[config.mk]
export PLATFORM = sky130hd
export DESIGN_NAME = ball_competition
export DESIGN_NICKNAME = d
export VERILOG_FILES = /design/src/rtl/ball_competition.sv
export SDC_FILE = /design/constraint.sdc
export NUM_CORES = 1
export LEC_CHECK = 0
export CORE_ASPECT_RATIO = 2
export CORE_MARGIN = 5
export CORE_UTILIZATION = 36
export CTS_CLUSTER_SIZE = 16
export DETAILED_ROUTE_END_ITERATION = 16
export PLACE_DENSITY_LB_ADDON = 0.2
export SLEW_MARGIN = 20
export SYNTH_ARGS = -nofsm -noshare
export SYNTH_HDL_FRONTEND = slang
export SYNTH_SLANG_ARGS = --single-unit
[constraint.sdc]
create_clock -name clk -period 7.1 [get_ports clk]
set_input_delay 1.42 -clock clk [delete_from_list [all_inputs] [get_ports clk]]
set_output_delay 1.42 -clock clk [all_outputs]
set_load 0.01 [all_outputs]
[src/rtl/ball_competition.sv]
// ball_competition: two-team scoreboard with debounced keys, countdown timer and winner flag
module ball_competition #(
    parameter int DEBOUNCE_CYCLES = 8,
    parameter int TICK_CYCLES     = 1000,
    parameter int WIN_SCORE       = 9
) (
    input  logic       clk,
    input  logic       rstn,
    input  logic [3:0] sw_in,
    input  logic [3:0] key_in,
    output logic [1:0] reg_ab,
    output logic [7:0] led_time,
    output logic [8:0] seg_led_1,
    output logic [8:0] seg_led_2
);
    localparam int DW = DEBOUNCE_CYCLES > 1 ? $clog2(DEBOUNCE_CYCLES) : 1;
    localparam int TW = TICK_CYCLES > 1 ? $clog2(TICK_CYCLES) : 1;
    localparam logic [DW-1:0] D_MAX = DW'(DEBOUNCE_CYCLES - 1);
    localparam logic [TW-1:0] T_MAX = TW'(TICK_CYCLES - 1);
    localparam logic [3:0] WIN = 4'(WIN_SCORE);

    logic [3:0] sync1, sync2, press;
    logic [3:0] score_a, score_b, next_a, next_b;
    logic serve, game_over, next_serve, next_over;
    logic [TW-1:0] tick, next_tick;
    logic [7:0] next_led;
    logic [1:0] next_ab;
    logic run, tick_en, tick_wrap;
    logic [8:0] seg_a, seg_b;
    logic unused_sw;

    assign unused_sw = sw_in[3];

    // two-stage synchronizer; keys idle high
    always_ff @(posedge clk or negedge rstn) begin
        if (!rstn) begin
            sync1 <= '1;
            sync2 <= '1;
        end else begin
            sync1 <= key_in;
            sync2 <= sync1;
        end
    end

    for (genvar k = 0; k < 4; k++) begin : g_key
        logic [DW-1:0] cnt;
        logic level;
        // accepted level flips only after DEBOUNCE_CYCLES consecutive disagreeing samples
        always_ff @(posedge clk or negedge rstn) begin
            if (!rstn) begin
                cnt   <= '0;
                level <= 1'b1;
            end else if (sync2[k] == level) begin
                cnt <= '0;
            end else if (cnt == D_MAX) begin
                cnt   <= '0;
                level <= sync2[k];
            end else begin
                cnt <= cnt + 1'b1;
            end
        end
        assign press[k] = ~sync2[k] & level & (cnt == D_MAX);
    end

    assign run       = sw_in[0] & ~game_over;
    assign tick_en   = run & sw_in[1];
    assign tick_wrap = tick_en & (tick == T_MAX);

    // next game state; key3 overrides everything, winner/serve drive reg_ab
    always_comb begin
        next_a     = press[3] ? 4'd0 : (run & press[0] & (score_a != WIN)) ? score_a + 4'd1 : score_a;
        next_b     = press[3] ? 4'd0 : (run & press[1] & (score_b != WIN)) ? score_b + 4'd1 : score_b;
        next_serve = press[3] ? 1'b0 : (run & press[2]) ? ~serve : serve;
        next_tick  = press[3] ? '0 : tick_wrap ? '0 : tick_en ? tick + 1'b1 : tick;
        next_led   = press[3] ? 8'hFF : tick_wrap ? led_time >> 1 : led_time;
        next_over  = press[3] ? 1'b0 : game_over | (led_time == 8'h00) | (score_a == WIN) | (score_b == WIN);
        next_ab    = next_over ? ((next_a > next_b) ? 2'b10 : (next_b > next_a) ? 2'b01 : 2'b11)
                               : (next_serve ? 2'b01 : 2'b10);
    end

    // game state registers
    always_ff @(posedge clk or negedge rstn) begin
        if (!rstn) begin
            score_a   <= '0;
            score_b   <= '0;
            serve     <= 1'b0;
            game_over <= 1'b0;
            tick      <= '0;
            led_time  <= 8'hFF;
            reg_ab    <= 2'b10;
        end else begin
            score_a   <= next_a;
            score_b   <= next_b;
            serve     <= next_serve;
            game_over <= next_over;
            tick      <= next_tick;
            led_time  <= next_led;
            reg_ab    <= next_ab;
        end
    end

    function automatic logic [6:0] enc(input logic [3:0] v);
        case (v)
            4'd0:    enc = 7'h3F;
            4'd1:    enc = 7'h06;
            4'd2:    enc = 7'h5B;
            4'd3:    enc = 7'h4F;
            4'd4:    enc = 7'h66;
            4'd5:    enc = 7'h6D;
            4'd6:    enc = 7'h7D;
            4'd7:    enc = 7'h07;
            4'd8:    enc = 7'h7F;
            4'd9:    enc = 7'h6F;
            default: enc = 7'h00;
        endcase
    endfunction

    // digit images with serve dot, optionally swapped between the two displays
    always_comb begin
        seg_a     = {1'b0, ~game_over & ~serve, enc(score_a)};
        seg_b     = {1'b0, ~game_over & serve, enc(score_b)};
        seg_led_1 = sw_in[2] ? seg_b : seg_a;
        seg_led_2 = sw_in[2] ? seg_a : seg_b;
    end
endmodule

==> out/results.ini <==
[outcome]
status=completed

[placed_design]
portBuffers=34
gp_congestion=0.791
placed_cell_area_mm2=0.00355
placed_cells=440
place_hpwl_um=5110

[clock_network]
hold_buffers=0
cts_setup_buffers=0
cts_tree=done
numCtsBuffers=5
clock-sinks=54
clk_pin_slew_ns=0.07
clockBufferDepth=2
htreeDepth=2
cts_resized=0
worst_skew_pair.late_latency_ns=0.29
cts_root_buffer=clkbuf_16

[yosys]
async_reset_ff_share_pct=100
yosys_warnings=0
syn_area_per_cell_um2=9.97
yosysTopAreaCell=dfrtp_1
syn-cell-area_mm2=0.00314
ys_ff_latch=54
yosysTopAreaCellShare_pct=26.3
synth_ff_type=dfrtp_1
synth_compound_area_share_pct=9.41
postSynthCellCount=315
synth_seq_area_share_pct=43.9
synthAdderAreaFrac_pct=13.2
synth.area.mux_share_pct=4.58
synthTopCellsByCount=dfrtp_1 (33), ha_1 (33), nor2_1 (30), a21oi_1 (21), dfstp_2 (21)
synth_edf_count=0
synthSimpleGateAreaFrac_pct=20.5
synthTopCellsByArea=dfrtp_1 (26%), dfstp_2 (18%), ha_1 (13%), nor2_1 (3.6%), mux2i_1 (3.5%)
synth_xor_area_share_pct=4.18
synth_top_family_by_area=simple AND/OR/NAND/NOR gates
synth_cell_types=46

[detailed_routing]
vias=2309
vias_per_cell=5.15
initialDrtViolationCount=66
ant_nets=0
drcViolationCount=0
drt_first_pass_iters=4
drt_wl_total_um=6670
wl_per_cell_um=14.9

[hold_path]
min-delay-path-class=reg -> reg

[layout]
fin_area_mm2=0.00371
nets=390
final_cell_count_no_fill=448
n_antenna_cell=0
syn2layout_area_growth_pct=18.3
drive_gt1_share_pct=12.9

[timing]
whs_ns=0.349
final.min_clock_period_ns=5.00
fmax_ghz=0.200
hold_viol_final=0
clock_skew_ns=0.0100
maxSlewHeadroom_pct=51.4
tns_ns=0
tightest_slew_ns=0.729
finalSetupViolCount=0
report.final.slew_viol_count=0
rsz0062_at_grt=no
fin_crit_sh_pct=70.4

[grt]
grt_use_total_pct=12.7
antenna_found_initial=0
grt_overflow=0
grt_pass1_wl_um=11000
grt_pass1_vias=2330
grt_start_max_net_pins=55

[floorplanning]
core.rowCount=48
io_pins=38
die_w_um=76.0
die_h_um=142
start_util_pct=36.6
die-area_mm2=0.0108
core_area_mm2=0.00859

[flow_run]
max_cap_viol_count=0

[power_and_ir_drop]
power.switching_uw=206
power_leakage_uw=0.00166
total_power_uw=800
combPwrFrac_pct=17.0
power.internal_uw=594
pwr-share-seq_pct=48.8
powerDensity_mw_per_mm2=215
p_clk_share_pct=34.2
p_sw_share_pct=25.7
peakVddDrop_uv=140

[worst_setup_path]
worstPathArrival_ns=3.58
crit_path_end_kind=output port
crit_fanout=18
path_cells=clkdlybuf4s50_1 -> clkinv_1 -> mux2_2 -> clkdlybuf4s50_1
path_common_cell=clkdlybuf4s50_1
slowest_delay_ns=0.88
critical_path_required_ns=5.68
slowest_stage=clkdlybuf4s50_1
crit_type=in -> out
worstSetupStartpointType=input pin

-- power groups by stage --
stage               clock network, uW  logic (uW)  registers (uW)
floorplan                           0        94.6             387
global placement                    0         135             393
detailed placement                  0         138             396
CTS                               283         139             391
global route                      297         160             398
finish                            273         136             390
-- worst paths after layout --
kind	startpoint	endpoint	slack, ns	cells after the start
worst max-delay path	sw_in[2]	seg_led_2[3]	2.10	4
worst min-delay path	sync1[0]	sync2[0]	0.35	0
worst max register to register	score_a[1]	reg_ab[0]	4.27	11
worst min register to register	sync1[0]	sync2[0]	0.35	0
max in group asynchronous	rstn	game_over	5.37	2
min in group asynchronous	rstn	g_key[0].cnt[1]	1.24	2
-- metal layers --
metal	part of all wire [%]	up-vias	track usage [%]	routed length (um)
met5	0	-	0	0
met1	38	1111	12.3	2540
li1	-	1150	-	-
met3	2.8	10	1.77	190
met4	2.7	0	5.91	182
met2	56	38	25.5	3760
-- placed cells by master, fill, tap and decap left out, types with 5 or more instances in the layout --
cell type	n
ha_1	33
inv_1	18
a21oi_1	21
xor2_1	6
or2_2	6
nand4_1	6
clkdlybuf4s50_1	33
dfstp_2	21
nor2b_1	10
nor2_1	30
nand3_1	8
nand2b_1	6
nor3_1	8
dfrtp_1	33
mux2i_1	11
clkbuf_16	5
xnor2_1	9
o21ai_0	14
nand2_1	19
-- worst max-delay path, delay by kind of cell --
| kind | cells | cell delay, ns |
|---|---|---|
| buffers and inverters | 3 | 1.83 |
| muxes | 1 | 0.32 |
-- final cells by class --
class / count / area, um2
Clock buffer: 7 / 133
Multi-Input combinational cell: 232 / 1630
Clock inverter: 1 / 30.0
Tap cell: 100 / 125
Fill cell: 878 / 4870
Timing Repair Buffer: 35 / 343
Inverter: 19 / 71.3
Sequential cell: 54 / 1380
-- sequential cells by signal, summed over array words and instances, names as in the netlist --
name,count
g_key.cnt,12
tick,10
led_time,8
g_key.level,4
score_a,4
score_b,4
sync1,4
sync2,4
reg_ab,2
game_over,1
serve,1
-- through the flow --
| stage | utilization [%] | setup WS, ns |
|---|---|---|
| global route | 43.2 | 1.94 |
| finish | 43.2 | 2.10 |
| CTS | 43.2 | 2.08 |
| detailed placement | 41.3 | 2.09 |
| floorplan | - | 3.37 |
| global placement | 41.3 | 2.11 |
-- kinds of logic (layout without fill, tap and decap cells) --
family / after synthesis / count (layout)
buffers and inverters: 30 / 62
AND/OR/NAND/NOR: 117 / 117
flip-flops: 54 / 54
multiplexers: 14 / 14
other: 1 / 2
XOR/XNOR: 15 / 15
AO/OA/AOI/OAI: 51 / 51
adder cells (fa/ha/maj): 33 / 33
Power figures use the tool's default switching activity.
